==> config.mk <==
export PLATFORM = sky130hd
export DESIGN_NAME = sync_xfer_sequencer_flat
export DESIGN_NICKNAME = d
export VERILOG_FILES = /design/src/rtl/sync_xfer_sequencer_if.sv /design/src/rtl/sync_xfer_sequencer.sv /design/src/flat_wrapper.sv
export SDC_FILE = /design/constraint.sdc
export NUM_CORES = 1
export LEC_CHECK = 0
export CORE_ASPECT_RATIO = 0.6
export CORE_MARGIN = 2
export CORE_UTILIZATION = 40
export CTS_CLUSTER_DIAMETER = 50
export DETAILED_ROUTE_END_ITERATION = 10
export GPL_ROUTABILITY_DRIVEN = 0
export PLACE_DENSITY = 0.66
export SYNTH_ARGS = -nofsm -noshare
export SYNTH_HDL_FRONTEND = slang
export SYNTH_SLANG_ARGS = --single-unit
==> constraint.sdc <==
create_clock -name clk -period 2.85 [get_ports clk]
set_clock_uncertainty 0.1 [all_clocks]
set_input_delay 0.4275 -clock clk [delete_from_list [all_inputs] [get_ports clk]]
set_output_delay 0.4275 -clock clk [all_outputs]
set_load 0.02 [all_outputs]
==> src/rtl/sync_xfer_sequencer_if.sv <==
// Requester/destination-facing bundle of the synchronizer transfer sequencer.
// master = requester/destination side, slave = sequencer side.
interface sync_xfer_sequencer_if #(
  parameter int DW = 8
);
  logic          mode_req;
  logic [2:0]    mode_in;
  logic          mode_busy;
  logic [2:0]    sel;
  logic          tx_valid;
  logic [DW-1:0] tx_data;
  logic          tx_ready;
  logic [DW-1:0] data_out;
  logic          stb;
  logic          ack_async;
  logic [7:0]    done_cnt;
  logic          err;

  modport master (
    output mode_req, mode_in, tx_valid, tx_data, ack_async,
    input  mode_busy, sel, tx_ready, data_out, stb, done_cnt, err
  );

  modport slave (
    input  mode_req, mode_in, tx_valid, tx_data, ack_async,
    output mode_busy, sel, tx_ready, data_out, stb, done_cnt, err
  );
endinterface

==> src/rtl/sync_xfer_sequencer.sv <==
// Source-side sequencer for the 4-mode synchronizer: fixed-window holds in modes 0-2,
// four-phase stb/ack with per-phase timeout in mode 3, mode changes applied only when idle.
module sync_xfer_sequencer #(
  parameter int DW         = 8,
  parameter int STB_CYCLES = 4,
  parameter int GUARD      = 3,
  parameter int TIMEOUT    = 15
) (
  input logic                  clk,
  input logic                  rst,
  sync_xfer_sequencer_if.slave bus
);

  localparam int CMAX = (TIMEOUT > STB_CYCLES) ?
                        ((TIMEOUT > GUARD) ? TIMEOUT : GUARD) :
                        ((STB_CYCLES > GUARD) ? STB_CYCLES : GUARD);
  localparam int CW   = $clog2(CMAX);

  typedef enum logic [2:0] {S_IDLE, S_HOLD, S_REQ, S_REL, S_GUARD} state_t;

  state_t        state, state_nxt;
  logic [CW-1:0] cnt, cnt_nxt;
  logic          pend_vld, pend_vld_nxt;
  logic [1:0]    pend_mode, pend_mode_nxt;
  logic [2:0]    sel_q, sel_nxt;
  logic          stb_q, stb_nxt;
  logic [DW-1:0] data_q, data_nxt;
  logic [7:0]    done_q, done_nxt;
  logic          err_q, err_nxt;
  logic [1:0]    ack_ff;
  logic          ack_s;
  logic          tx_ready;
  logic          accept;
  logic          phase_to;

  always_ff @(posedge clk or posedge rst) begin
    if (rst) ack_ff <= '0;
    else     ack_ff <= {ack_ff[0], bus.ack_async};
  end
  assign ack_s = ack_ff[1];

  // Pending mode takes priority over a new word: tx_ready is already low while pending.
  assign tx_ready = (state == S_IDLE) & ~pend_vld & ~rst;
  assign accept   = bus.tx_valid & tx_ready;
  assign phase_to = (cnt == CW'(TIMEOUT - 1));

  always_ff @(posedge clk or posedge rst) begin
    if (rst) state <= S_IDLE;
    else     state <= state_nxt;
  end

  always_comb begin
    state_nxt     = state;
    cnt_nxt       = cnt;
    pend_vld_nxt  = pend_vld;
    pend_mode_nxt = pend_mode;
    sel_nxt       = sel_q;
    stb_nxt       = stb_q;
    data_nxt      = data_q;
    done_nxt      = done_q;
    err_nxt       = err_q;
    case (state)
      S_IDLE: begin
        if (pend_vld) begin
          sel_nxt      = {1'b0, pend_mode};
          pend_vld_nxt = 1'b0;
          cnt_nxt      = CW'(GUARD - 1);
          state_nxt    = S_GUARD;
        end else if (accept) begin
          data_nxt = bus.tx_data;
          if (sel_q == 3'd3) begin
            cnt_nxt   = '0;
            stb_nxt   = 1'b1;
            state_nxt = S_REQ;
          end else begin
            cnt_nxt   = CW'(STB_CYCLES - 1);
            state_nxt = S_HOLD;
          end
        end
      end
      S_HOLD: begin
        if (cnt == '0) begin
          done_nxt  = done_q + 8'd1;
          state_nxt = S_IDLE;
        end else begin
          cnt_nxt = cnt - 1'b1;
        end
      end
      S_REQ: begin
        if (ack_s) begin
          stb_nxt   = 1'b0;
          cnt_nxt   = '0;
          state_nxt = S_REL;
        end else if (phase_to) begin
          err_nxt   = 1'b1;
          stb_nxt   = 1'b0;
          state_nxt = S_IDLE;
        end else begin
          cnt_nxt = cnt + 1'b1;
        end
      end
      S_REL: begin
        if (!ack_s) begin
          done_nxt  = done_q + 8'd1;
          state_nxt = S_IDLE;
        end else if (phase_to) begin
          err_nxt   = 1'b1;
          state_nxt = S_IDLE;
        end else begin
          cnt_nxt = cnt + 1'b1;
        end
      end
      S_GUARD: begin
        if (cnt == '0) state_nxt = S_IDLE;
        else           cnt_nxt   = cnt - 1'b1;
      end
      default: begin
        stb_nxt   = 1'b0;
        state_nxt = S_IDLE;
      end
    endcase
    // A request arriving on the same edge the previous one is applied re-arms pending.
    if (bus.mode_req) begin
      if (bus.mode_in[2]) begin
        err_nxt = 1'b1;
      end else begin
        pend_vld_nxt  = 1'b1;
        pend_mode_nxt = bus.mode_in[1:0];
      end
    end
  end

  always_ff @(posedge clk or posedge rst) begin
    if (rst) begin
      cnt       <= '0;
      pend_vld  <= 1'b0;
      pend_mode <= '0;
      sel_q     <= '0;
      stb_q     <= 1'b0;
      data_q    <= '0;
      done_q    <= '0;
      err_q     <= 1'b0;
    end else begin
      cnt       <= cnt_nxt;
      pend_vld  <= pend_vld_nxt;
      pend_mode <= pend_mode_nxt;
      sel_q     <= sel_nxt;
      stb_q     <= stb_nxt;
      data_q    <= data_nxt;
      done_q    <= done_nxt;
      err_q     <= err_nxt;
    end
  end

  assign bus.tx_ready  = tx_ready;
  assign bus.mode_busy = pend_vld | (state == S_GUARD);
  assign bus.sel       = sel_q;
  assign bus.stb       = stb_q;
  assign bus.data_out  = data_q;
  assign bus.done_cnt  = done_q;
  assign bus.err       = err_q;

  a_stb_only_req: assert property (@(posedge clk) disable iff (rst) stb_q |-> state == S_REQ);
  a_sel_stable:   assert property (@(posedge clk) disable iff (rst) (state != S_IDLE) |=> $stable(sel_q));
  a_data_stable:  assert property (@(posedge clk) disable iff (rst) (state != S_IDLE) |=> $stable(data_q));

endmodule

==> src/flat_wrapper.sv <==
// flat-port wrapper written by rule: the top's interface ports become plain ports
module sync_xfer_sequencer_flat 
#(
  parameter int DW         = 8,
  parameter int STB_CYCLES = 4,
  parameter int GUARD      = 3,
  parameter int TIMEOUT    = 15
)
  (clk, rst, bus_mode_req, bus_mode_in, bus_tx_valid, bus_tx_data, bus_ack_async, bus_mode_busy, bus_sel, bus_tx_ready, bus_data_out, bus_stb, bus_done_cnt, bus_err);
  sync_xfer_sequencer_if #(.DW(DW)) bus_i ();
  input logic clk;
  input logic rst;
  input wire logic [$bits(bus_i.mode_req)-1:0] bus_mode_req;
  input wire logic [$bits(bus_i.mode_in)-1:0] bus_mode_in;
  input wire logic [$bits(bus_i.tx_valid)-1:0] bus_tx_valid;
  input wire logic [$bits(bus_i.tx_data)-1:0] bus_tx_data;
  input wire logic [$bits(bus_i.ack_async)-1:0] bus_ack_async;
  output wire logic [$bits(bus_i.mode_busy)-1:0] bus_mode_busy;
  output wire logic [$bits(bus_i.sel)-1:0] bus_sel;
  output wire logic [$bits(bus_i.tx_ready)-1:0] bus_tx_ready;
  output wire logic [$bits(bus_i.data_out)-1:0] bus_data_out;
  output wire logic [$bits(bus_i.stb)-1:0] bus_stb;
  output wire logic [$bits(bus_i.done_cnt)-1:0] bus_done_cnt;
  output wire logic [$bits(bus_i.err)-1:0] bus_err;
  assign bus_i.mode_req = bus_mode_req;
  assign bus_i.mode_in = bus_mode_in;
  assign bus_i.tx_valid = bus_tx_valid;
  assign bus_i.tx_data = bus_tx_data;
  assign bus_i.ack_async = bus_ack_async;
  assign bus_mode_busy = bus_i.mode_busy;
  assign bus_sel = bus_i.sel;
  assign bus_tx_ready = bus_i.tx_ready;
  assign bus_data_out = bus_i.data_out;
  assign bus_stb = bus_i.stb;
  assign bus_done_cnt = bus_i.done_cnt;
  assign bus_err = bus_i.err;
  sync_xfer_sequencer #(.DW(DW), .STB_CYCLES(STB_CYCLES), .GUARD(GUARD), .TIMEOUT(TIMEOUT)) u_core (.clk(clk), .rst(rst), .bus(bus_i));
endmodule
==> flow_metrics.env, run 1 <==
export IMPL_outcome="finished clean"
export IMPL_instances_no_fill=252
export IMPL_drive_gt1_frac=0.146
export IMPL_cp_end_kind="output port"
export IMPL_wl_microns=3470
export IMPL_power_density_mw_per_mm2=1090
export IMPL_period_minus_slack_ns=2.60
export IMPL_globalRouteOverflowTotal=0
export IMPL_syn_nets=174
export IMPL_cp_required_ns=2.32
export IMPL_wire_per_inst_microns=13.8
export IMPL_final_area_sq_mm=0.00219
export IMPL_nFillCells=363
export IMPL_post_route_period_util=0.911
export IMPL_yosysTopAreaCellShare=0.474
export IMPL_p_leak_nw=0.904
export IMPL_grt_pass1_vias=1307
export IMPL_grt_use_total=0.164
export IMPL_row_count=18
export IMPL_synth_avg_cell_area_sq_um=11.0
export IMPL_grt_pass1_wl_microns=5880
export IMPL_tns_ns=0
export IMPL_drt_iter0_markers=73
export IMPL_critical_path_buf_inv_count=1
export IMPL_fmaxAchievable_ghz=0.385
export IMPL_via_count=1292
export IMPL_placedCellCount=245
export IMPL_synth_seq_cells=32
export IMPL_ioPinCount=39
export IMPL_antenna_left=0
export IMPL_cap_violations=0
export IMPL_syn_area_sq_mm=0.00169
export IMPL_final_common_cell="clkdlybuf4s50_1"
export IMPL_drc=0
export IMPL_path_class="reg -> out"
export IMPL_synth_edff_count=0
export IMPL_worst_setup_hold_path_clk_slew_ns=0.06
export IMPL_synth_cell_types=45
export IMPL_crit_path_cell_trace="nor2_2, nand2_1, nor3_1, clkdlybuf4s50_1"
export IMPL_cp_slowest_cell="clkdlybuf4s50_1"
export IMPL_final_cell_mix="37 x clkdlybuf4s50_1, 32 x dfrtp_1, 13 x mux2_2"
export IMPL_clk_latency_ns=0.27
export IMPL_cts_tree="built"
export IMPL_rsz0062_at_grt="false"
export IMPL_slew_headroom=0.633
export IMPL_dpl_cell_area_sq_mm=0.00209
export IMPL_die_y_microns=54.3
export IMPL_worst_pin_slew_ns=0.551
export IMPL_clock_sinks=32
export IMPL_setup_viol_count_final=0
export IMPL_start_util=0.414
export IMPL_diodes=0
export IMPL_htreeDepth=2
export IMPL_core_area_sq_mm=0.00408
export IMPL_antenna_found_initial=0
export IMPL_fin_nets=212
export IMPL_synth_top_area_cell="dfrtp_1"
export IMPL_synth_seq_area_share=0.474
export IMPL_cts_root_buf="clkbuf_8"
export IMPL_hold_path_class="reg -> reg"
export IMPL_vias_per_cell=5.13
export IMPL_dr_pass1_iters=4
export IMPL_synthCells=154
export IMPL_die_w_microns=87.9
export IMPL_dp_hpwl_microns=2610
export IMPL_grt_max_degree=33
export IMPL_yosys_warnings=0
export IMPL_cts_buffers_inserted=5
export IMPL_cpLargestDelayFamily="buffers and inverters"
export IMPL_cp_start_kind="register"
export IMPL_vdd_drop_max_mv=0.614
export IMPL_syn_to_final_growth_pct=29.5
export IMPL_cts_max_path_buffers=2
export IMPL_postCtsSetupBuffers=0
export IMPL_synthArstFlopShare=1.00
export IMPL_die_area_sq_mm=0.00477
export IMPL_finalHoldViolations=0
export IMPL_crit_fanout=14
export IMPL_synth_ff_type="dfrtp_1"
export IMPL_crit_arrival_ns=2.07
export IMPL_io_buffer_count=37
export IMPL_slowest_delay_ns=0.63
export IMPL_drv_slew=0
export IMPL_hold_slack_ns=0.249
export IMPL_ys_top_cells_by_area="dfrtp_1 47%, mux2_2 8.7%, xnor2_1 3.1%"
power by group:
group	leakage [nW]	switching [W]	internal, W
Clock	0.0503	0.000148	0.000215
Combinational	0.458	0.000610	0.000579
Sequential	0.395	0.000224	0.000614
Total	0.904	0.000981	0.00141
cell usage after synthesis (2+ instances only):
cell      count
nand2_1      10
a21oi_1       7
nor2_1        9
nor4_4        2
and3_1        2
ha_1          4
o21ai_1       2
o21a_1        2
a211oi_1      4
o22ai_1       3
mux2_2       13
xnor2_1       6
o21ai_0       6
o21ai_2       2
inv_1         7
a21o_1        2
nand3_1       7
a22oi_1       2
buf_6         2
dfrtp_1      32
nor3_1        2
xor2_1        3
buf_4         3
cell families after synthesis:
| logic type | Yosys count | share of synthesized area |
|---|---|---|
| adders and majority gates | 5 | 0.0356 |
| other | 1 | 0.00222 |
| and+or+nand+nor | 41 | 0.149 |
| AOI/OAI and AO/OA | 39 | 0.158 |
| DFF | 32 | 0.474 |
| buffers and inverters | 14 | 0.0474 |
| muxes | 13 | 0.0867 |
| xor gates and xnor gates | 9 | 0.0467 |
cell type report:
cell class / count / area, sq um / area share
sequential: 32 / 801 / 0.366
clock buffer: 7 / 96.3 / 0.0441
multi-input combinational: 108 / 810 / 0.370
timing repair buffer: 38 / 378 / 0.173
inverter: 7 / 26.3 / 0.0120
tap: 60 / 75.1 / 0.0343
layer usage:
metal | part of all wire | global-route usage | routed length, microns
met4 | 0.0061 | 0.0436 | 21
met5 | 0 | 0 | 0
met1 | 0.48 | 0.221 | 1680
met2 | 0.43 | 0.258 | 1490
met3 | 0.080 | 0.0543 | 278
what timing repair did:
action,in CTS,in global routing
resized for setup,0,1
hold buffers,0,0
setup endpoints to repair,0,1
worst paths after layout:
path	startpoint	to	slack, ns	cells past startpoint
worst max-delay path	u_core.state[1]	bus_tx_ready	0.25	4
max in group asynchronous	rst	u_core.bus.done_cnt[7]	1.74	3
worst min-delay path	u_core.ack_ff[0]	u_core.ack_ff[1]	0.25	0
min in group asynchronous	rst	u_core.cnt[2]	0.62	3
worst min register to register	u_core.ack_ff[0]	u_core.ack_ff[1]	0.25	0
worst max register to register	u_core.cnt[0]	u_core.bus.done_cnt[1]	0.71	6
stage by stage:
stage                     setup WS [ns]  utilization  total power, W
after global routing              0.101        0.536         0.00258
after CTS                         0.122        0.536         0.00241
after global placement            0.494        0.512         0.00200
final                             0.254        0.536         0.00239
after detailed placement          0.417        0.512         0.00204
after floorplan                   0.852            -         0.00164
flip-flops by register name (all words and copies together), names as in the netlist:
name and flops:
u_core.pend_mode 2, u_core.cnt 4, u_core.bus.sel 2, u_core.bus.data_out 8, u_core.pend_vld 1, u_core.bus.done_cnt 8, u_core.bus.err 1, u_core.state 3
u_core.bus.stb 1, u_core.ack_ff 2
(Power assumes the default switching activity.)
==> run 2: changes to the inputs <==
SLEW_MARGIN = 10   (was default)
==> results of run 2 <==
No change in the layout: final DEF, timing and power equal those of run 1.
